**config.mk**
```make
export PLATFORM = sky130hd
export DESIGN_NAME = lcd_ctrl
export DESIGN_NICKNAME = d
export VERILOG_FILES = /design/src/rtl/lcd_ctrl.sv
export SDC_FILE = /design/constraint.sdc
export NUM_CORES = 1
export LEC_CHECK = 0
export CAP_MARGIN = 20
export CELL_PAD_IN_SITES_DETAIL_PLACEMENT = 0
export CELL_PAD_IN_SITES_GLOBAL_PLACEMENT = 1
export CORE_MARGIN = 2
export CORE_UTILIZATION = 35
export CTS_CLUSTER_DIAMETER = 200
export DETAILED_ROUTE_END_ITERATION = 16
export PLACE_DENSITY_LB_ADDON = 0.05
export SYNTH_ARGS = -nofsm -noshare
export SYNTH_HDL_FRONTEND = slang
export SYNTH_SLANG_ARGS = --single-unit
export TNS_END_PERCENT = 5
```
**constraint.sdc**
```tcl
create_clock -name sys_clk -period 6.65 [get_ports sys_clk]
set_clock_uncertainty 0.05 [all_clocks]
set_input_delay 1.6625 -clock sys_clk [delete_from_list [all_inputs] [get_ports sys_clk]]
set_output_delay 1.6625 -clock sys_clk [all_outputs]
set_load 0.01 [all_outputs]
```
**src/rtl/lcd_ctrl.sv**
```systemverilog
// HD44780 4-bit mode sequencer: a 4-entry command/data FIFO drained
// by an E-strobe FSM with setup, pulse, hold and post-command waits.
module lcd_ctrl #(
    parameter int T_AS   = 2,
    parameter int T_PW   = 13,
    parameter int T_H    = 2,
    parameter int T_CMD  = 1080,
    parameter int T_LONG = 44000,
    parameter int CNT_W  = 17
) (
    input  logic       sys_clk,
    input  logic       rst_n,
    input  logic       wr_en,
    input  logic [9:0] wr_data,
    input  logic       clr_ovf,
    output logic [7:0] status,
    output logic       busy,
    output logic       lcd_e,
    output logic       lcd_rs,
    output logic       lcd_rw,
    output logic [3:0] lcd_db
);

    localparam logic [CNT_W-1:0] L_AS   = CNT_W'(T_AS - 1);
    localparam logic [CNT_W-1:0] L_PW   = CNT_W'(T_PW - 1);
    localparam logic [CNT_W-1:0] L_H    = CNT_W'(T_H - 1);
    localparam logic [CNT_W-1:0] L_CMD  = CNT_W'(T_CMD - 1);
    localparam logic [CNT_W-1:0] L_LONG = CNT_W'(T_LONG - 1);

    typedef enum logic [2:0] {
        IDLE,
        SETUP,
        PULSE,
        HOLD,
        WAIT
    } state_t;

    logic [9:0]       r_mem [4];
    logic [1:0]       r_wptr;
    logic [1:0]       r_rptr;
    logic [2:0]       r_count;
    logic             r_ovf;

    state_t           r_state;
    state_t           w_state_n;
    logic [CNT_W-1:0] r_cnt;
    logic [CNT_W-1:0] w_cnt_n;
    logic             r_second;
    logic             w_second_n;
    logic             r_long;
    logic             w_long_n;
    logic [3:0]       r_lo;
    logic [3:0]       w_lo_n;
    logic             r_e;
    logic             w_e_n;
    logic             r_rs;
    logic             w_rs_n;
    logic [3:0]       r_db;
    logic [3:0]       w_db_n;

    logic             w_full;
    logic             w_push;
    logic             w_pop;
    logic [9:0]       w_head;
    logic             w_is_long;

    assign w_full = (r_count == 3'd4);
    assign w_push = wr_en & ~w_full;
    assign w_head = r_mem[r_rptr];

    // Clear display (0x01) and return home (0x02/0x03) need the long wait
    assign w_is_long = ~w_head[9] & ~w_head[8]
                     & (w_head[7:2] == 6'd0)
                     & (w_head[1:0] != 2'd0);

    always_ff @(posedge sys_clk) begin
        if (w_push) begin
            r_mem[r_wptr] <= wr_data;
        end
    end

    always_ff @(posedge sys_clk or negedge rst_n) begin
        if (!rst_n) begin
            r_wptr  <= 2'd0;
            r_rptr  <= 2'd0;
            r_count <= 3'd0;
            r_ovf   <= 1'b0;
        end else begin
            if (w_push) begin
                r_wptr <= r_wptr + 2'd1;
            end
            if (w_pop) begin
                r_rptr <= r_rptr + 2'd1;
            end
            unique case ({w_push, w_pop})
                2'b10:   r_count <= r_count + 3'd1;
                2'b01:   r_count <= r_count - 3'd1;
                default: r_count <= r_count;
            endcase
            if (wr_en && w_full) begin
                r_ovf <= 1'b1;
            end else if (clr_ovf) begin
                r_ovf <= 1'b0;
            end
        end
    end

    always_comb begin
        w_state_n  = r_state;
        w_cnt_n    = r_cnt;
        w_second_n = r_second;
        w_long_n   = r_long;
        w_lo_n     = r_lo;
        w_e_n      = r_e;
        w_rs_n     = r_rs;
        w_db_n     = r_db;
        w_pop      = 1'b0;
        unique case (r_state)
            IDLE: begin
                if (r_count != 3'd0) begin
                    w_pop      = 1'b1;
                    w_state_n  = SETUP;
                    w_cnt_n    = L_AS;
                    w_rs_n     = w_head[8];
                    w_db_n     = w_head[7:4];
                    w_lo_n     = w_head[3:0];
                    w_second_n = ~w_head[9];
                    w_long_n   = w_is_long;
                end
            end
            SETUP: begin
                if (r_cnt == '0) begin
                    w_state_n = PULSE;
                    w_cnt_n   = L_PW;
                    w_e_n     = 1'b1;
                end else begin
                    w_cnt_n = r_cnt - 1'b1;
                end
            end
            PULSE: begin
                if (r_cnt == '0) begin
                    w_state_n = HOLD;
                    w_cnt_n   = L_H;
                    w_e_n     = 1'b0;
                end else begin
                    w_cnt_n = r_cnt - 1'b1;
                end
            end
            HOLD: begin
                if (r_cnt == '0) begin
                    if (r_second) begin
                        w_second_n = 1'b0;
                        w_db_n     = r_lo;
                        w_state_n  = SETUP;
                        w_cnt_n    = L_AS;
                    end else begin
                        w_state_n = WAIT;
                        w_cnt_n   = r_long ? L_LONG : L_CMD;
                    end
                end else begin
                    w_cnt_n = r_cnt - 1'b1;
                end
            end
            WAIT: begin
                if (r_cnt == '0) begin
                    w_state_n = IDLE;
                end else begin
                    w_cnt_n = r_cnt - 1'b1;
                end
            end
            default: begin
                w_state_n = IDLE;
            end
        endcase
    end

    always_ff @(posedge sys_clk or negedge rst_n) begin
        if (!rst_n) begin
            r_state  <= IDLE;
            r_cnt    <= '0;
            r_second <= 1'b0;
            r_long   <= 1'b0;
            r_lo     <= 4'd0;
            r_e      <= 1'b0;
            r_rs     <= 1'b0;
            r_db     <= 4'd0;
        end else begin
            r_state  <= w_state_n;
            r_cnt    <= w_cnt_n;
            r_second <= w_second_n;
            r_long   <= w_long_n;
            r_lo     <= w_lo_n;
            r_e      <= w_e_n;
            r_rs     <= w_rs_n;
            r_db     <= w_db_n;
        end
    end

    assign busy   = (r_count != 3'd0) | (r_state != IDLE);
    assign status = {r_ovf, w_full, busy, 2'b00, r_count};
    assign lcd_e  = r_e;
    assign lcd_rs = r_rs;
    assign lcd_rw = 1'b0;
    assign lcd_db = r_db;

endmodule

```
==> flow_summary.yaml, run 1 <==
cts:
  cts-root-buf: "clkbuf_8"
  cts_tree: "yes"
  clkTransAtPathRegs_ns: 0.09
  skew_pair_late_insertion_delay_ns: 0.36
  cts-root-to-sink-buffers: 2
  post_cts.repair.setup_buffers: 0
  cts_hold_buf: 0
  h-tree-depth: 3
  tritoncts.num_buffers: 9
  numClockSinks: 80
  postCtsResizedCells: 0
detailed_routing:
  met1Wirelength_mm: 3.65
  maxUsedRoutingLayer: "met4"
  first_pass_iters: 4
  initialDrtViolationCount: 66
  route.detailed.drc: 0
  antenna_left: 0
  drt-wirelength-per-cell_um: 16.4
  drt-total-wl_mm: 7.91
  met2_wirelength_mm: 3.94
  avgViaCountPerCell: 5.11
  num_vias: 2466
  met3_wirelength_um: 215
cells_and_area:
  layout.cells.most_common_list: "40 x dfrtp_1, 40 x edfxtp_1, 35 x nand2_1"
  final_nets: 359
  antenna-diode-count: 0
  area_grow_syn2layout_pct: 14.2
  layout-drive-gt1-share_pct: 10.5
sta:
  post-route-worst-setup-slack_ns: 2.82
  grt_setup_unrepaired: "false"
  layout_worst_path_cycle_share_pct: 57.6
  fin_setup_tns_ns: 0
  tightestPinTransition_ns: 0.951
  drv_slew: 0
  timing.final.crit_period_ns: 3.83
  slew_headroom_pct: 36.6
  final-setup-viol-count: 0
  hold_viol: 0
  fmaxAchievable_mhz: 261
floorplanning:
  initial_util_pct: 35.4
  dieWidth_um: 108
  core.rowCount: 38
  boundaryPins: 30
  design.die.area_um2: 11700
  core_um2: 10700
  fp.dieH_um: 108
synth:
  syn_area_um2: 3810
  synthTopCellsByArea: "edfxtp_1 32%, dfrtp_1 26%, mux4_2 5.9%"
  warnings_synthesis: 0
  number_of_synthesized_register_bits: 80
  number_of_cells_produced_by_synthesis: 317
  asyncSetResetFlopFracSynth_pct: 50.0
  synth-edff-count: 40
  synth-seq-area-share_pct: 57.9
  synthDominantCellAreaShare_pct: 31.6
  synth_top_flop_cell: "edfxtp_1"
  post_synth.cell_area_avg_um2: 12.0
  yosysUniqueCellTypes: 55
  largest_area_contributor_in_the_synthesized_netlist: "edfxtp_1"
global_routing:
  grt_overflow: 0
  grt_pass1_vias: 2498
  largest_net_degree_at_the_start_of_global_routing: 41
  antenna_found_initial: 0
  grt_first_pass_wirelength_mm: 13.1
  groute.usage.overall_pct: 14.8
setup_path:
  critical_path.max_fanout: 6
  critPathLaunchType: "register"
  worst-setup-path-type: "register to output port"
  timing.critical_path.cells: "nor3_1, nand3b_1, clkdlybuf4s50_1"
  endpoint_kind: "output port"
  crit_path_leading_delay_family: "simple AND/OR/NAND/NOR gates"
  crit_slowest_cell: "nor3_1"
  cp_data_arrival_time_ns: 2.12
  timing.critical_path.required_ns: 4.94
  max_stage_delay_ns: 0.62
  worstPathBufferInverterCount: 1
placed_design:
  detailedPlace.worstSlack_ns: 2.99
  globalplace.congestion: 0.717
  hpwl_mm: 5.54
  numPortBuffers: 26
flow_run:
  cap_violations: 0
power:
  power.density_nw_per_um2: 400
  vdd_ir_drop_max_mv: 0.155
  p_leak_nw: 1.65
hold_path:
  min-delay-path-class: "register to register"
status:
  outcome: "complete, no violations"
## tightest hold or removal path, delay by kind of cell (launching register included)
family           cells  cell delay, ns
flip-flops           1            0.35
AND/OR/NAND/NOR      2            0.10
## Yosys cell counts, drive strengths merged (4+ instances only)
library cell  count
dfrtp            40
edfxtp           40
nand2            35
nor2             27
o21ai            21
buf              12
inv              11
nor3             11
a21oi            10
mux4             10
o211ai            8
clkbuf            7
nand3             7
ha                6
a211oi            5
and2              5
mux2i             5
or3               5
nor4              4
xnor2             4
## power by group
| part | internal (mW) | total (mW) | switching (mW) |
|---|---|---|---|
| registers | 0.677 | 0.818 | 0.142 |
| logic | 0.272 | 0.539 | 0.267 |
| clock network | 0.181 | 0.384 | 0.202 |
| total | 1.13 | 1.74 | 0.611 |
## flip-flops by register name (all words and copies together), names as in the netlist
signal and cells:
lcd_db 4, r_wptr 2, r_lo 4, r_state 3, lcd_e 1, r_long 1
lcd_rs 1, r_count 3, r_ovf 1, r_mem 40, r_rptr 2, r_cnt 17
r_second 1
## worst paths after layout
path / startpoint / cells past startpoint / end / slack, ns
max: r_count[0] / 3 / status[5] / 2.82
min: r_lo[2] / 2 / r_lo[2] / 0.44
max reg2reg: r_cnt[0] / 8 / lcd_db[2] / 3.40
min reg2reg: r_lo[2] / 2 / r_lo[2] / 0.44
max in group asynchronous: rst_n / 1 / lcd_db[2] / 4.57
min in group asynchronous: rst_n / 1 / r_cnt[2] / 1.40
## layout make-up
type                       count  area [um^2]
clock buffer                   9          124
clock inverter                 7         85.1
fill                        1065         6400
inverter                      11         41.3
multi-input combinational    209         1460
sequential                    80         2200
tap                          140          175
timing repair buffer          27          263
## stage by stage
| stage | std cells | util (%) | area (um^2) | power (mW) | hold slack, ns |
|---|---|---|---|---|---|
| 4_1_cts | 483 | 40.5 | 4350 | 1.77 | 0.435 |
| 5_1_grt | 483 | 40.5 | 4350 | 1.87 | 0.458 |
| 3_5_place_dp | 467 | 38.5 | 4140 | 1.38 | 0.413 |
| 6_report | 483 | 40.5 | 4350 | 1.74 | 0.435 |
| 3_3_place_gp | 467 | 38.5 | 4140 | 1.38 | 0.410 |
| 2_1_floorplan | 319 | - | 3810 | 1.19 | 0.395 |
## layer usage
layer | up-vias | track usage (%)
li1 | 1202 | -
met1 | 1226 | 18.9
met2 | 30 | 24.5
met3 | 8 | 3.86
met4 | 0 | 5.22
met5 | - | 0
## kinds of logic after synthesis
group / after synthesis / share of synthesized area (%)
compound gates: 64 / 11.7
xor+xnor: 7 / 1.61
fa+ha+maj: 7 / 2.50
buf+inv: 30 / 4.04
flops: 80 / 57.9
mux: 15 / 7.23
other cells: 1 / 0.0985
simple gates: 113 / 14.9
No activity file was read; power rests on OpenSTA's default activity.
==> inputs of run 2 (changes only) <==
Clock period 6.65 ns to 3.2 ns, I/O delays scaled along.
==> flow_summary.yaml, run 2 (synthesis results as in run 1) <==
detailed_routing:
  route.detailed.drc: 0
  avgViaCountPerCell: 5.10
  num_vias: 2528
  antenna_left: 0
  first_pass_iters: 4
  drt-wirelength-per-cell_um: 16.6
  drt-total-wl_mm: 8.26
  initialDrtViolationCount: 81
floorplanning:
  core_um2: 10700
  dieWidth_um: 108
  core.rowCount: 38
  fp.dieH_um: 108
  initial_util_pct: 35.4
  boundaryPins: 30
  design.die.area_um2: 11700
setup_path:
  critical_path.max_fanout: 6
  worst-setup-path-type: "register to output port"
  endpoint_kind: "output port"
  max_stage_delay_ns: 0.63
  reg2reg_setup_slack_ns: 0.62
  timing.critical_path.cells: "nor3_1, nand3b_1, clkdlybuf4s50_1"
  critPathLaunchType: "register"
  crit_slowest_cell: "nor3_1"
  cp_data_arrival_time_ns: 2.09
  timing.critical_path.required_ns: 2.35
sta:
  layout_worst_path_cycle_share_pct: 92.0
  tightestPinTransition_ns: 0.741
  grt_setup_unrepaired: "false"
  slew_headroom_pct: 50.2
  timing.final.crit_period_ns: 2.94
  hold_viol: 0
  final.hold.worst_slack_ns: 0.331
  fmaxAchievable_mhz: 340
  final-setup-viol-count: 0
  drv_slew: 0
  fin_setup_tns_ns: 0
cts:
  postCtsResizedCells: 0
  skew_pair_late_insertion_delay_ns: 0.35
  cts-root-buf: "clkbuf_8"
  post_cts.repair.setup_buffers: 0
  clkTransAtPathRegs_ns: 0.09
  h-tree-depth: 3
  numClockSinks: 80
  cts-root-to-sink-buffers: 2
  cts_tree: "yes"
  tritoncts.num_buffers: 9
  cts_hold_buf: 0
global_routing:
  antenna_found_initial: 0
  grt_overflow: 0
  groute.usage.overall_pct: 15.3
  grt_first_pass_wirelength_mm: 13.5
  grt_pass1_vias: 2601
  largest_net_degree_at_the_start_of_global_routing: 41
placed_design:
  numPortBuffers: 26
  globalplace.congestion: 0.718
  place_area_um2: 4230
  hpwl_mm: 5.63
cells_and_area:
  area_grow_syn2layout_pct: 18.0
  postLayoutCoreUtil_pct: 41.8
  largest_reg_flops: 40
  design_area_um2: 4490
  layout-drive-gt1-share_pct: 13.5
  layout.cells.most_common_list: "40 x dfrtp_1, 40 x edfxtp_1, 35 x nand2_1"
  final_nets: 372
  largest-register: "r_mem"
  antenna-diode-count: 0
  biggestRegsByFlops: "r_mem x40, r_cnt x17"
  layout.filler_cells: 1051
status:
  outcome: "complete, no violations"
power:
  p_leak_nw: 1.73
  power.density_nw_per_um2: 842
  vdd_ir_drop_max_mv: 0.369
  total_power_mw: 3.78
flow_run:
  cap_violations: 0
hold_path:
  min-delay-path-class: "input pin to asynchronous set/reset pin"
run 2: cell types whose count changed in the layout (fill, tap and decap cells not counted):
cell and delta:
clkinvlp_4 +1, bufinv_16 +2, buf_4 +12, clkbuf_1 +1, inv_6 -1, buf_12 +1
clkinv_4 -2, inv_8 -1
run 2: cell type report:
type                       count  area, um^2  share of cell area, %
clock inverter                 6         115                   2.56
multi-input combinational    209        1460                   32.5
tap                          140         175                   3.90
clock buffer                  10         128                   2.84
timing repair buffer          40         373                   8.30
sequential                    80        2200                   49.0
inverter                      11        41.3                  0.919
run 2: stage by stage:
| step | setup slack, ns | cells |
|---|---|---|
| finish | 0.255 | 496 |
| global route | 0.0922 | 496 |
| CTS | 0.194 | 495 |
| detailed placement | 0.597 | 479 |
| global placement | 0.606 | 479 |
| floorplan | 0.846 | 319 |
run 2: path summary, 6_finish.rpt:
path,from,endpoint,depth (start not counted)
max reg2reg,r_cnt[11],r_cnt[9],6
max in group asynchronous,rst_n,r_cnt[13],2
min in group sys_clk,r_lo[3],r_lo[3],2
min,rst_n,r_cnt[1],1
max,r_count[0],status[5],3
min reg2reg,r_lo[3],r_lo[3],2
run 2: report_power, final:
part / switching, mW / internal [mW] / leakage [nW]
Clock: 0.387 / 0.525 / 0.117
Sequential: 0.263 / 1.41 / 0.857
Combinational: 0.606 / 0.593 / 0.755
run 2: per-layer routing:
metal / GRT usage [%] / vias to the layer above / share of wire (%)
li1: - / 1231 / -
met1: 19.7 / 1251 / 46
met2: 25.8 / 39 / 50
met3: 3.07 / 7 / 2.6
met4: 5.04 / 0 / 1.1
met5: 0 / - / 0
run 2: critical path, delay by kind of cell (launching register included):
kind,cells,cell delay [ns]
buffers and inverters,1,0.52
AND/OR/NAND/NOR,2,0.81
flip-flops,1,0.42
